[src/rtl/running_led_gen.sv]
// Parametrised running-LED driver: bounce, centre fill, ring chase and ping-pong patterns with pause and wrap strobe.
// Optional step prescaler is compiled in with `define RUNNING_LED_PRESCALE_EN.
module running_led_gen #(
  parameter int LED_W = 12,
  parameter int DIV   = 1
) (
  input  logic             clk,
  input  logic             rst_n,
  input  logic             en,
  input  logic [1:0]       mode,
  output logic [LED_W-1:0] led_o,
  output logic             wrap_o
);

  localparam int H  = LED_W / 2;
  localparam int SW = $clog2(2 * LED_W - 2);

  localparam logic [1:0] M_BOUNCE   = 2'd0;
  localparam logic [1:0] M_FILL     = 2'd1;
  localparam logic [1:0] M_CHASE    = 2'd2;
  localparam logic [1:0] M_PINGPONG = 2'd3;

  logic [1:0]       mode_q, mode_nxt;
  logic [SW-1:0]    step, step_nxt;
  logic [LED_W-1:0] led_nxt;
  logic             wrap_nxt;
  logic             tick;
  logic             at_last;

  function automatic logic [LED_W-1:0] pattern(input logic [1:0] m, input logic [SW-1:0] k);
    logic [LED_W-1:0] v;
    int ki;
    int p;
    v  = '0;
    ki = int'(k);
    p  = 0;
    case (m)
      M_BOUNCE: begin
        p = (ki < H) ? ki : (2 * H - 2 - ki);
        for (int i = 0; i < LED_W; i++) v[i] = (i == p) || (i == LED_W - 1 - p);
      end
      M_FILL: begin
        for (int i = 0; i < LED_W; i++) v[i] = (ki >= 1) && (i >= H - ki) && (i <= H + ki - 1);
      end
      M_CHASE: begin
        for (int i = 0; i < LED_W; i++) v[i] = (i == ki);
      end
      default: begin
        p = (ki < LED_W) ? ki : (2 * LED_W - 2 - ki);
        for (int i = 0; i < LED_W; i++) v[i] = (i == p);
      end
    endcase
    return v;
  endfunction

  function automatic logic [SW-1:0] last_step(input logic [1:0] m);
    logic [SW-1:0] r;
    case (m)
      M_BOUNCE: r = SW'(2 * H - 3);
      M_FILL:   r = SW'(H);
      M_CHASE:  r = SW'(LED_W - 1);
      default:  r = SW'(2 * LED_W - 3);
    endcase
    return r;
  endfunction

  assign at_last = (step == last_step(mode_q));

`ifdef RUNNING_LED_PRESCALE_EN
  localparam int PW = (DIV > 1) ? $clog2(DIV) : 1;

  logic [PW-1:0] pre, pre_nxt;

  assign tick = en && (pre == PW'(DIV - 1));

  always_comb begin
    pre_nxt = pre;
    if (mode != mode_q || tick) pre_nxt = '0;
    else if (en)                pre_nxt = pre + PW'(1);
  end

  always_ff @(posedge clk or negedge rst_n) begin
    if (!rst_n) pre <= '0;
    else        pre <= pre_nxt;
  end
`else
  localparam int unused_div = DIV;

  assign tick = en;
`endif

  // Next state: a mode change outranks any tick and restarts the new pattern at step 0
  always_comb begin
    mode_nxt = mode_q;
    step_nxt = step;
    led_nxt  = led_o;
    wrap_nxt = 1'b0;
    if (mode != mode_q) begin
      mode_nxt = mode;
      step_nxt = '0;
      led_nxt  = pattern(mode, {SW{1'b0}});
    end else if (tick) begin
      step_nxt = at_last ? '0 : step + SW'(1);
      led_nxt  = pattern(mode_q, step_nxt);
      wrap_nxt = at_last;
    end
  end

  always_ff @(posedge clk or negedge rst_n) begin
    if (!rst_n) begin
      mode_q <= M_BOUNCE;
      step   <= '0;
      led_o  <= pattern(M_BOUNCE, {SW{1'b0}});
      wrap_o <= 1'b0;
    end else begin
      mode_q <= mode_nxt;
      step   <= step_nxt;
      led_o  <= led_nxt;
      wrap_o <= wrap_nxt;
    end
  end

endmodule

[config.mk]
export PLATFORM = sky130hd
export DESIGN_NAME = running_led_gen
export DESIGN_NICKNAME = d
export VERILOG_FILES = /design/src/rtl/running_led_gen.sv
export SDC_FILE = /design/constraint.sdc
export NUM_CORES = 1
export LEC_CHECK = 0
export CORE_MARGIN = 5
export CORE_UTILIZATION = 45
export CTS_CLUSTER_DIAMETER = 40
export CTS_CLUSTER_SIZE = 40
export DETAILED_ROUTE_END_ITERATION = 10
export PLACE_DENSITY_LB_ADDON = 0.15
export SYNTH_ARGS = -nofsm -noshare
export SYNTH_HDL_FRONTEND = slang
export SYNTH_SLANG_ARGS = --single-unit
[constraint.sdc]
create_clock -name clk -period 6 [get_ports clk]
set_input_delay 0.6 -clock clk [delete_from_list [all_inputs] [get_ports clk]]
set_output_delay 0.6 -clock clk [all_outputs]
set_load 0.1 [all_outputs]
==> flow_metrics.env <==
export IMPL_status="completed"
export IMPL_worstSetupPathType="reg -> reg"
export IMPL_io_buffer_count=17
export IMPL_finalMaxSlewViolations=0
export IMPL_place_gp_congestion=0.944
export IMPL_max_clock_freq_mhz=188
export IMPL_grt_pass1_vias=2847
export IMPL_first_iter_violations=310
export IMPL_overflow=0
export IMPL_synth_seq_cells=20
export IMPL_nFillCells=580
export IMPL_seq_area_um2=503
export IMPL_dp_hpwl_mm=7.12
export IMPL_p_per_area_nw_per_um2=131
export IMPL_synth_main_ff_cell="dfrtp_1"
export IMPL_drive_gt1_share_pct=7.27
export IMPL_groute_usage_overall_pct=24.0
export IMPL_r2r_start="mode_q[0]"
export IMPL_areaGrowthSynthToFinish_pct=9.44
export IMPL_cts_buffers=3
export IMPL_multi_input_comb_area_um2=2130
export IMPL_ctsResizeCount=0
export IMPL_rsz0062_at_grt="no"
export IMPL_diodes=0
export IMPL_worstPathArrival_ns=5.52
export IMPL_yosysWarningCount=0
export IMPL_start_util_pct=46.9
export IMPL_vias=3087
export IMPL_r2r_end="led_o[3]"
export IMPL_synth_edf_count=0
export IMPL_startpoint_type="flip-flop"
export IMPL_worst_pin_slew_ns=0.975
export IMPL_layout_cells_non_filler=460
export IMPL_rows=28
export IMPL_cp_end_kind="flip-flop"
export IMPL_finalSetupViolations=0
export IMPL_period_share_pct=88.5
export IMPL_cap_violations=0
export IMPL_layout_setup_ws_ns=0.692
export IMPL_die_x_um=89.0
export IMPL_syn_nets=401
export IMPL_clk_latency_ns=0.27
export IMPL_hold_path_class="reg -> reg"
export IMPL_die_h_um=89.0
export IMPL_dp_cells=456
export IMPL_num_io_pins=18
export IMPL_synth_cells=381
export IMPL_crit_end="led_o[3]"
export IMPL_min_period_ns=5.31
export IMPL_drt_first_pass_iters=6
export IMPL_reg2reg_slack_ns=0.69
export IMPL_wl_per_cell_um=20.1
export IMPL_critPathMaxFanout=17
export IMPL_pre_cts_slack_ns=0.808
export IMPL_clkTransAtPathRegs_ns=0.08
export IMPL_tns_ns=0
export IMPL_fin_area_um2=3080
export IMPL_drc=0
export IMPL_clk_root_buffer_cell="clkbuf_8"
export IMPL_core_area_um2=5990
export IMPL_crit_start="mode_q[0]"
export IMPL_finalHoldViolCount=0
export IMPL_grt_pass1_wl_mm=14.8
export IMPL_rr_worst_depth=17
export IMPL_final_nets=406
export IMPL_synthArstFlopShare_pct=100
export IMPL_dpl_instance_area_um2=3030
export IMPL_peakVddDrop_v=0.000129
export IMPL_antenna_found_initial=0
export IMPL_final_common_cell="o21ai_0"
export IMPL_clock_skew_final_ns=0.0103
export IMPL_cts_sinks=20
export IMPL_cts_setup_buffers=0
export IMPL_grt_max_degree=25
export IMPL_power_leakage_nw=1.22
export IMPL_h_tree_depth=1
export IMPL_cts_tree="done"
export IMPL_die_area_um2=7930
export IMPL_syn_cell_area_um2=2810
export IMPL_required_ns=6.21
export IMPL_hold_depth=1
export IMPL_viasPerCell=6.71
export IMPL_cts_buffer_depth=2
export IMPL_ctsHoldBuffers=0
export IMPL_avgSynthCellArea_um2=7.38
export IMPL_wirelength_mm=9.26
export IMPL_yosysSeqAreaShare_pct=17.9
export IMPL_final_cell_mix="o21ai_0, a21oi_1, nand2_1, nor2_1, dfrtp_1"
export IMPL_whs_ns=0.555
export IMPL_ant_nets=0
export IMPL_slew_headroom_pct=34.8
export IMPL_yosysUniqueCellTypes=70
[metal layers]
metal	part of all wire (%)	GRT usage [%]	vias to the layer above
met5	0	0	-
met4	1.5	4.60	0
met3	6.3	3.96	14
met2	48	38.7	130
met1	45	34.1	1499
li1	-	-	1444
[per-stage QoR]
stage	total power, mW	util (%)
finish	0.403	51.3
global route	0.425	51.3
CTS	0.402	51.3
detailed placement	0.308	50.6
global placement	0.308	50.6
floorplan	0.266	-
[critical path: stages, from the launching register on]
cell	delay (ns)
dfrtp_1	0.46
ha_1	0.44
xor2_1	0.23
a2111o_4	0.59
nand2b_4	0.16
inv_2	0.08
ha_1	0.29
o21ai_0	0.49
a21oi_1	0.20
ha_1	0.22
or4b_2	0.67
nor4_1	0.43
and2_1	0.23
nand2_1	0.06
nor3_1	0.31
nand2_1	0.12
o21ai_0	0.17
a211o_1	0.11
[cells by family (layout without fill, tap and decap cells)]
logic type      count (synthesis)  after routing  synth area share (%)
compound gates                138            138                  33.9
flops                          20             20                  17.9
mux                             7              7                  2.58
xor+xnor                       15             15                  4.68
simple gates                  142            142                  27.9
buf+inv                        44             48                  6.37
fa+ha+maj                      15             15                  6.68
[flip-flops by register name, indices dropped and copies added (netlist names)]
name    count
mode_q      2
led_o      12
step        5
wrap_o      1
[cell type report]
cell class / count / area share (%)
timing repair buffer: 26 / 7.73
sequential: 20 / 16.4
tap: 75 / 3.05
multi-input combinational: 317 / 69.2
clock buffer: 4 / 1.46
inverter: 18 / 2.20
[where the power goes]
part | leakage, nW | internal, mW | switching (mW)
clock network | 0.0228 | 0.0474 | 0.0472
registers | 0.266 | 0.142 | 0.00582
logic | 0.930 | 0.0481 | 0.112
[worst min path at each step]
stage,slack [ns],from,end
finish,0.55,led_o[1],led_o[1]
global route,0.60,led_o[1],led_o[1]
CTS,0.55,led_o[1],led_o[1]
detailed placement,0.52,led_o[1],led_o[1]
global placement,0.52,led_o[1],led_o[1]
floorplan,0.30,rst_n,led_o[10]
[cells in the mapped netlist (6+ instances only)]
cell type | n | area, um2
xnor2_1 | 12 | 105
o211ai_1 | 6 | 45.0
nor2_1 | 26 | 97.6
dfrtp_1 | 18 | 450
o21ai_0 | 33 | 165
nand4_1 | 6 | 37.5
a211oi_1 | 6 | 45.0
nor3_1 | 12 | 60.1
ha_1 | 15 | 188
inv_1 | 17 | 63.8
clkbuf_1 | 18 | 67.6
nand3_1 | 9 | 45.0
nand2_1 | 31 | 116
a31oi_1 | 7 | 43.8
and3_1 | 10 | 62.6
nor2b_1 | 7 | 43.8
a21oi_1 | 32 | 160
and2_1 | 7 | 43.8
Power figures use the tool's default switching activity.
